==> config.mk <==
export PLATFORM = sky130hd
export DESIGN_NAME = host_memory_port
export DESIGN_NICKNAME = d
export VERILOG_FILES = /design/src/rtl/g76_memory_pkg.sv /design/src/rtl/sync_fifo.sv /design/src/rtl/host_memory_port.sv
export SDC_FILE = /design/constraint.sdc
export NUM_CORES = 1
export LEC_CHECK = 0
export BUFFER_PORTS_ARGS = -buffer_cell sky130_fd_sc_hd__buf_2
export CAP_MARGIN = 15
export CELL_PAD_IN_SITES_DETAIL_PLACEMENT = 0
export CELL_PAD_IN_SITES_GLOBAL_PLACEMENT = 1
export CORE_MARGIN = 10
export CORE_UTILIZATION = 46
export DETAILED_ROUTE_END_ITERATION = 16
export PLACE_DENSITY_LB_ADDON = 0.1
export SLEW_MARGIN = 10
export SYNTH_ARGS = -nofsm -noshare
export SYNTH_HDL_FRONTEND = slang
export SYNTH_SLANG_ARGS = --single-unit
==> constraint.sdc <==
create_clock -name clock -period 2.7 [get_ports clock]
set_clock_uncertainty 0.15 [all_clocks]
set_input_delay 0.405 -clock clock [delete_from_list [all_inputs] [get_ports clock]]
set_output_delay 0.405 -clock clock [all_outputs]
set_load 0.03 [all_outputs]
==> src/rtl/g76_memory_pkg.sv <==
// Shared definitions for the host-side memory port.
//   MEM_ADDR_WIDTH / MEM_DATA_WIDTH : widths of the memory manager CPU port
//   host_port_state_t               : request sequencer states
//   write_entry_t                   : one queued host write (address + data)
package g76_memory_pkg;

  localparam int unsigned MEM_ADDR_WIDTH = 17;
  localparam int unsigned MEM_DATA_WIDTH = 8;

  typedef enum logic [1:0] {
    HP_IDLE,
    HP_WRITE_WAIT,
    HP_READ_WAIT
  } host_port_state_t;

  typedef struct packed {
    logic [MEM_ADDR_WIDTH-1:0] addr;
    logic [MEM_DATA_WIDTH-1:0] data;
  } write_entry_t;

endpackage

==> src/rtl/sync_fifo.sv <==
// Single-clock FIFO with synchronous reset and registered occupancy.
//   clock, reset          : posedge clock, active-high synchronous reset
//   push, push_data       : enqueue (ignored when full)
//   pop                   : dequeue head (ignored when empty)
//   head_data             : current head entry, valid while !empty
//   full, empty, count    : occupancy from registered state only
// DEPTH must be a power of two so the pointers wrap naturally.
module sync_fifo #(
  parameter int unsigned WIDTH = 8,
  parameter int unsigned DEPTH = 4
) (
  input  logic                     clock,
  input  logic                     reset,
  input  logic                     push,
  input  logic [WIDTH-1:0]         push_data,
  input  logic                     pop,
  output logic [WIDTH-1:0]         head_data,
  output logic                     full,
  output logic                     empty,
  output logic [$clog2(DEPTH):0]   count
);

  localparam int unsigned PTR_W = $clog2(DEPTH);
  localparam logic [PTR_W:0] DEPTH_CNT = (PTR_W+1)'(DEPTH);

  logic [WIDTH-1:0] mem_q [DEPTH];
  logic [WIDTH-1:0] mem_d [DEPTH];
  logic [PTR_W-1:0] wr_ptr_q, wr_ptr_d;
  logic [PTR_W-1:0] rd_ptr_q, rd_ptr_d;
  logic [PTR_W:0]   count_q, count_d;
  logic             do_push;
  logic             do_pop;

  assign full      = (count_q == DEPTH_CNT);
  assign empty     = (count_q == '0);
  assign count     = count_q;
  assign head_data = mem_q[rd_ptr_q];

  always_comb begin
    mem_d    = mem_q;
    wr_ptr_d = wr_ptr_q;
    rd_ptr_d = rd_ptr_q;
    count_d  = count_q;
    do_push  = push && !full;
    do_pop   = pop && !empty;
    if (do_push) begin
      mem_d[wr_ptr_q] = push_data;
      wr_ptr_d        = wr_ptr_q + 1'b1;
    end
    if (do_pop) begin
      rd_ptr_d = rd_ptr_q + 1'b1;
    end
    case ({do_push, do_pop})
      2'b10:   count_d = count_q + 1'b1;
      2'b01:   count_d = count_q - 1'b1;
      default: count_d = count_q;
    endcase
  end

  always_ff @(posedge clock) begin
    mem_q <= mem_d;
    if (reset) begin
      wr_ptr_q <= '0;
      rd_ptr_q <= '0;
      count_q  <= '0;
    end else begin
      wr_ptr_q <= wr_ptr_d;
      rd_ptr_q <= rd_ptr_d;
      count_q  <= count_d;
    end
  end

endmodule

==> src/rtl/host_memory_port.sv <==
// Host-side initiator for the memory manager CPU port.
// Host writes are queued in a small FIFO; one host read may be pending.
// Exactly one memory request is outstanding at a time and is held until the
// manager's completion pulse. Queued writes always drain before a pending
// read is issued, so reads observe every earlier write.
//   clock, reset                 : posedge clock, synchronous active-high reset
//   hostAddress, hostWriteData   : sampled with the host strobes
//   hostWriteStrobe              : 1-cycle pulse, enqueue a write
//   hostReadStrobe               : 1-cycle pulse, request a read
//   hostReadData, hostReadValid  : read result (held) and its 1-cycle strobe
//   hostBusy                     : write queue full or a read pending
//   hostOverflow                 : sticky, a strobe was dropped
//   memoryAddress/WriteData      : held stable while a request is up
//   memoryRead/WriteRequest      : level requests to the manager
//   memoryReadData               : valid with memoryReadComplete
//   memoryRead/WriteComplete     : 1-cycle completion pulses from the manager
module host_memory_port
  import g76_memory_pkg::*;
#(
  parameter int unsigned ADDR_WIDTH = MEM_ADDR_WIDTH,
  parameter int unsigned DATA_WIDTH = MEM_DATA_WIDTH,
  parameter int unsigned FIFO_DEPTH = 4
) (
  input  logic                  clock,
  input  logic                  reset,
  input  logic [ADDR_WIDTH-1:0] hostAddress,
  input  logic [DATA_WIDTH-1:0] hostWriteData,
  input  logic                  hostWriteStrobe,
  input  logic                  hostReadStrobe,
  output logic [DATA_WIDTH-1:0] hostReadData,
  output logic                  hostReadValid,
  output logic                  hostBusy,
  output logic                  hostOverflow,
  output logic [ADDR_WIDTH-1:0] memoryAddress,
  output logic [DATA_WIDTH-1:0] memoryWriteData,
  output logic                  memoryReadRequest,
  output logic                  memoryWriteRequest,
  input  logic [DATA_WIDTH-1:0] memoryReadData,
  input  logic                  memoryReadComplete,
  input  logic                  memoryWriteComplete
);

  localparam int unsigned CNT_W   = $clog2(FIFO_DEPTH) + 1;
  localparam int unsigned ENTRY_W = ADDR_WIDTH + DATA_WIDTH;
  localparam logic [CNT_W-1:0] FIFO_FULL_CNT = CNT_W'(FIFO_DEPTH);

  host_port_state_t state_q, state_d;

  logic [ADDR_WIDTH-1:0] mem_addr_q, mem_addr_d;
  logic [DATA_WIDTH-1:0] mem_wdata_q, mem_wdata_d;
  logic                  wreq_q, wreq_d;
  logic                  rreq_q, rreq_d;
  logic [DATA_WIDTH-1:0] read_data_q, read_data_d;
  logic                  read_valid_q, read_valid_d;
  logic                  read_pending_q, read_pending_d;
  logic [ADDR_WIDTH-1:0] read_addr_q, read_addr_d;
  logic                  overflow_q, overflow_d;

  logic                  fifo_push;
  logic                  fifo_pop;
  logic [ENTRY_W-1:0]    fifo_head;
  logic                  fifo_full;
  logic                  fifo_empty;
  logic [CNT_W-1:0]      fifo_count;

  sync_fifo #(
    .WIDTH (ENTRY_W),
    .DEPTH (FIFO_DEPTH)
  ) u_write_fifo (
    .clock     (clock),
    .reset     (reset),
    .push      (fifo_push),
    .push_data ({hostAddress, hostWriteData}),
    .pop       (fifo_pop),
    .head_data (fifo_head),
    .full      (fifo_full),
    .empty     (fifo_empty),
    .count     (fifo_count)
  );

  always_comb begin
    state_d        = state_q;
    mem_addr_d     = mem_addr_q;
    mem_wdata_d    = mem_wdata_q;
    wreq_d         = wreq_q;
    rreq_d         = rreq_q;
    read_data_d    = read_data_q;
    read_valid_d   = 1'b0;
    read_pending_d = read_pending_q;
    read_addr_d    = read_addr_q;
    overflow_d     = overflow_q;
    fifo_pop       = 1'b0;

    // Acceptance uses registered occupancy only: a write strobe against a
    // full queue is dropped even when the head pops in the same cycle.
    fifo_push = hostWriteStrobe && !fifo_full;
    if (hostWriteStrobe && fifo_full) begin
      overflow_d = 1'b1;
    end

    if (hostReadStrobe) begin
      if (read_pending_q) begin
        overflow_d = 1'b1;
      end else begin
        read_pending_d = 1'b1;
        read_addr_d    = hostAddress;
      end
    end

    case (state_q)
      HP_IDLE: begin
        // Queued writes take priority so a pending read sees all earlier writes.
        if (!fifo_empty) begin
          mem_addr_d  = fifo_head[ENTRY_W-1 -: ADDR_WIDTH];
          mem_wdata_d = fifo_head[DATA_WIDTH-1:0];
          wreq_d      = 1'b1;
          state_d     = HP_WRITE_WAIT;
        end else if (read_pending_q) begin
          mem_addr_d = read_addr_q;
          rreq_d     = 1'b1;
          state_d    = HP_READ_WAIT;
        end
      end
      HP_WRITE_WAIT: begin
        if (memoryWriteComplete) begin
          wreq_d   = 1'b0;
          fifo_pop = 1'b1;
          state_d  = HP_IDLE;
        end
      end
      HP_READ_WAIT: begin
        if (memoryReadComplete) begin
          rreq_d         = 1'b0;
          read_data_d    = memoryReadData;
          read_valid_d   = 1'b1;
          read_pending_d = 1'b0;
          state_d        = HP_IDLE;
        end
      end
      default: begin
        state_d = HP_IDLE;
      end
    endcase
  end

  always_ff @(posedge clock) begin
    if (reset) begin
      state_q        <= HP_IDLE;
      mem_addr_q     <= '0;
      mem_wdata_q    <= '0;
      wreq_q         <= 1'b0;
      rreq_q         <= 1'b0;
      read_data_q    <= '0;
      read_valid_q   <= 1'b0;
      read_pending_q <= 1'b0;
      read_addr_q    <= '0;
      overflow_q     <= 1'b0;
    end else begin
      state_q        <= state_d;
      mem_addr_q     <= mem_addr_d;
      mem_wdata_q    <= mem_wdata_d;
      wreq_q         <= wreq_d;
      rreq_q         <= rreq_d;
      read_data_q    <= read_data_d;
      read_valid_q   <= read_valid_d;
      read_pending_q <= read_pending_d;
      read_addr_q    <= read_addr_d;
      overflow_q     <= overflow_d;
    end
  end

  assign hostReadData       = read_data_q;
  assign hostReadValid      = read_valid_q;
  assign hostBusy           = (fifo_count == FIFO_FULL_CNT) || read_pending_q;
  assign hostOverflow       = overflow_q;
  assign memoryAddress      = mem_addr_q;
  assign memoryWriteData    = mem_wdata_q;
  assign memoryReadRequest  = rreq_q;
  assign memoryWriteRequest = wreq_q;

endmodule

==> run_summary.xml <==
<?xml version="1.0" encoding="UTF-8"?>
<metrics>
  <group name="outcome">
    <metric name="run_status" unit="">completed</metric>
  </group>
  <group name="synthesis">
    <metric name="synthesis.area" unit="um^2">6270</metric>
    <metric name="yosys_warnings" unit="">0</metric>
    <metric name="synth-seq-cells" unit="">164</metric>
    <metric name="synthCells" unit="">446</metric>
    <metric name="synth_area_per_cell" unit="um^2">14.0</metric>
    <metric name="mapped_nets" unit="">491</metric>
    <metric name="synth.distinct_cells" unit="">43</metric>
    <metric name="yosys.area.top_type" unit="">sky130_fd_sc_hd__edfxtp_1</metric>
    <metric name="synth_sequential_area_ratio" unit="">0.684</metric>
    <metric name="synth_top_cell_area_share" unit="">0.479</metric>
    <metric name="synth.top_cells.by_area" unit="">sky130_fd_sc_hd__edfxtp_1 (48%), sky130_fd_sc_hd__dfxtp_1 (20%), sky130_fd_sc_hd__mux4_2 (9.0%)</metric>
  </group>
  <group name="floorplan">
    <metric name="io-pin-count" unit="">77</metric>
    <metric name="placement_rows" unit="">42</metric>
    <metric name="die-height" unit="um">137</metric>
    <metric name="placeableCoreArea" unit="um^2">13300</metric>
    <metric name="initial_core_util" unit="">0.471</metric>
    <metric name="dieArea" unit="um^2">18700</metric>
    <metric name="die_w" unit="um">137</metric>
  </group>
  <group name="power_and_ir_drop">
    <metric name="p_sw" unit="uW">1860</metric>
    <metric name="fin_total_pwr" unit="uW">6350</metric>
    <metric name="p_per_area" unit="nW/um^2">854</metric>
    <metric name="internal_power" unit="uW">4490</metric>
    <metric name="power_frac_clock" unit="">0.341</metric>
    <metric name="vdd_drop_max" unit="mV">0.507</metric>
    <metric name="seq_power_share" unit="">0.473</metric>
    <metric name="p_leak" unit="uW">0.00269</metric>
    <metric name="sw_frac_of_total" unit="">0.293</metric>
    <metric name="power.share.combinational" unit="">0.186</metric>
  </group>
  <group name="critical_path">
    <metric name="cp_common_cell" unit="">sky130_fd_sc_hd__inv_1</metric>
    <metric name="critical-path-top-delay-family" unit="">simple AND/OR/NAND/NOR gates</metric>
    <metric name="setup.worst_path.start_class" unit="">flip-flop</metric>
    <metric name="cpMaxStageDelayCell" unit="">sky130_fd_sc_hd__dfxtp_1</metric>
    <metric name="buffers_and_inverters_on_the_worst_path" unit="">2</metric>
    <metric name="critical_path.cell_chain" unit="">nor3b_1 -&gt; nor2b_1 -&gt; inv_1 -&gt; ha_1 -&gt; inv_1 -&gt; fa_1 -&gt; xor2_1 -&gt; or3_1 -&gt; a21oi_1</metric>
    <metric name="critical-path-max-stage-delay" unit="ns">0.41</metric>
    <metric name="worst_ep_required_time" unit="ns">2.91</metric>
    <metric name="crit-reg2reg-launch" unit="">u_write_fifo.count[2]</metric>
    <metric name="critPathLaunch" unit="">u_write_fifo.count[2]</metric>
    <metric name="worstSetupEndpointType" unit="">flip-flop</metric>
    <metric name="reg2regPathDepth" unit="">9</metric>
    <metric name="timing.critical_path.fanout_max" unit="">5</metric>
    <metric name="r2r_end" unit="">u_write_fifo.count[2]</metric>
    <metric name="worst-path-stages" unit="">9</metric>
    <metric name="worst-r2r-setup-slack" unit="ns">0.32</metric>
    <metric name="path_class" unit="">reg -&gt; reg</metric>
    <metric name="cp-endpoint" unit="">u_write_fifo.count[2]</metric>
    <metric name="timing.critical_path.arrival" unit="ns">2.59</metric>
  </group>
  <group name="clocking">
    <metric name="clock_tree.htree_level_count" unit="">4</metric>
    <metric name="clkTransAtPathRegs" unit="ns">0.06</metric>
    <metric name="hold_buffers" unit="">0</metric>
    <metric name="buffer_levels_on_the_longest_clock_path" unit="">2</metric>
    <metric name="cts.sinks" unit="">164</metric>
    <metric name="clock_insertion_delay_worst_skew" unit="ns">0.43</metric>
    <metric name="clk_root_buffer_cell" unit="">sky130_fd_sc_hd__clkbuf_16</metric>
    <metric name="numCtsBuffers" unit="">17</metric>
    <metric name="cts_setup_buffers" unit="">0</metric>
    <metric name="cts_repair_resize_count" unit="">0</metric>
    <metric name="tritoncts_clock_tree" unit="">built</metric>
  </group>
  <group name="global_routing">
    <metric name="grt_first_pass_wirelength" unit="um">20900</metric>
    <metric name="number_of_global_route_vias_before_repair" unit="">3829</metric>
    <metric name="grt_antenna_before_repair" unit="">0</metric>
    <metric name="largest_net_degree_at_the_start_of_global_routing" unit="">34</metric>
    <metric name="grt_overflow" unit="">0</metric>
    <metric name="grt.total_usage" unit="">0.149</metric>
  </group>
  <group name="timing">
    <metric name="report.final.slew_viol_count" unit="">0</metric>
    <metric name="finalCritPeriodShare" unit="">0.881</metric>
    <metric name="fin_crit" unit="ns">2.38</metric>
    <metric name="setup_tns" unit="ns">0</metric>
    <metric name="achievable-frequency" unit="MHz">420</metric>
    <metric name="slew-limit-headroom" unit="">0.470</metric>
    <metric name="setup_viol" unit="">0</metric>
    <metric name="tightestPinTransition" unit="ns">0.793</metric>
    <metric name="hold_viol" unit="">0</metric>
    <metric name="rsz0062_at_grt" unit="">false</metric>
  </group>
  <group name="route">
    <metric name="detail_route.drc_violations" unit="">0</metric>
    <metric name="wl_per_cell" unit="um">18.3</metric>
    <metric name="drt_first_pass_iters" unit="">4</metric>
    <metric name="vias" unit="">3736</metric>
    <metric name="detail_route.wirelength" unit="um">13300</metric>
    <metric name="ant_nets" unit="">0</metric>
    <metric name="vias_per_cell" unit="">5.15</metric>
    <metric name="drt_iter0_markers" unit="">293</metric>
  </group>
  <group name="placed_design">
    <metric name="dp.final_hpwl" unit="um">8700</metric>
    <metric name="gp_congestion" unit="">0.749</metric>
    <metric name="placement.io_buffers" unit="">76</metric>
  </group>
  <group name="final_layout">
    <metric name="final_common_cell" unit="">sky130_fd_sc_hd__edfxtp_1</metric>
    <metric name="layout.nets" unit="">581</metric>
    <metric name="mostFrequentLayoutCells" unit="">sky130_fd_sc_hd__edfxtp_1 (100), sky130_fd_sc_hd__nand2_1 (79), sky130_fd_sc_hd__buf_2 (76)</metric>
    <metric name="area_delta_synth_final" unit="%">18.8</metric>
    <metric name="antenna_cells_inserted" unit="">0</metric>
    <metric name="layout-drive-gt1-share" unit="">0.302</metric>
  </group>
  <group name="run">
    <metric name="max_cap_violations" unit="">0</metric>
  </group>
  <group name="min_path">
    <metric name="hp-class" unit="">in -&gt; reg</metric>
  </group>
</metrics>
[routing by layer]
| layer | GRT usage | vias up | wire (um) |
|---|---|---|---|
| met5 | 0 | - | 0 |
| met2 | 0.237 | 85 | 6490 |
| met1 | 0.186 | 1820 | 5910 |
| li1 | - | 1811 | - |
| met3 | 0.0433 | 20 | 674 |
| met4 | 0.0604 | 0 | 204 |
[how the worst min path moves through the flow]
stage	to	start	cells after the start	slack [ns]
global route	u_write_fifo.mem_q[0]	hostWriteData[0]	1	0.03
finish	u_write_fifo.mem_q[5]	hostWriteData[5]	1	0.04
CTS	u_write_fifo.mem_q[25]	hostWriteData[0]	1	0.02
floorplan	read_addr_q[10]	read_addr_q[10]	2	0.29
detailed placement	memoryWriteData[5]	memoryWriteData[5]	2	0.30
global placement	memoryWriteData[0]	memoryWriteData[0]	2	0.29
[sequential cells by signal (all words and copies together), names as in the netlist, 2 cells and up]
signal and cells:
u_write_fifo.count 3, u_write_fifo.wr_ptr_q 2, memoryWriteData 8, u_write_fifo.mem_q 100, state_q 2, u_write_fifo.rd_ptr_q 2, hostReadData 8, read_addr_q 17
memoryAddress 17
[cell families after synthesis]
| group | Yosys count | share of synthesized area |
|---|---|---|
| muxes | 27 | 0.0933 |
| adders and majority gates | 6 | 0.0132 |
| xor gates and xnor gates | 5 | 0.00699 |
| buffers and inverters | 34 | 0.0290 |
| and+or+nand+nor | 143 | 0.105 |
| DFF | 164 | 0.684 |
| AOI/OAI and AO/OA | 67 | 0.0687 |
[per-stage QoR]
stage          instances   util  setup WS [ns]  hold slack, ns  cell area, um^2
2_1_floorplan        446      -          0.392           0.287             6270
3_3_place_gp         693  0.519          0.377           0.291             6900
3_5_place_dp         693  0.519          0.312           0.296             6900
4_1_cts              725  0.560          0.295          0.0227             7440
5_1_grt              725  0.560         0.0797          0.0303             7440
6_report             725  0.560          0.321          0.0417             7440
[power groups by stage]
stage | registers [uW] | logic [uW] | clock network, uW
2_1_floorplan | 3250 | 611 | 0
3_3_place_gp | 3050 | 1190 | 0
3_5_place_dp | 3060 | 1210 | 0
4_1_cts | 3010 | 1210 | 2210
5_1_grt | 3030 | 1290 | 2320
6_report | 3010 | 1180 | 2160
[cells in the mapped netlist (all sizes together)]
master   count
a2111oi      1
a211oi       1
a21oi       44
a221oi       1
a311oi       5
and2         4
and3         1
and3b        1
buf         18
clkbuf       9
dfxtp       64
edfxtp     100
fa           1
ha           5
inv          7
mux2         1
mux2i        1
mux4        25
nand2       79
nand2b       8
nand3b       1
nand4        1
nor2        30
nor2b        3
nor3         9
nor3b        2
o21ai        2
o21bai       1
o22ai        5
o32ai        7
or2          1
or3          3
xnor2        2
xor2         3
[area by class of cell]
class,count,area [um^2]
clock inverters,14,109
flip-flops and latches,164,4290
repair buffers,98,571
fillers,1121,5850
multi-input cells,248,1800
well taps,176,220
inverters,7,26.3
clock buffers,18,429
Note: power is estimated with default switching activity, not from simulation.
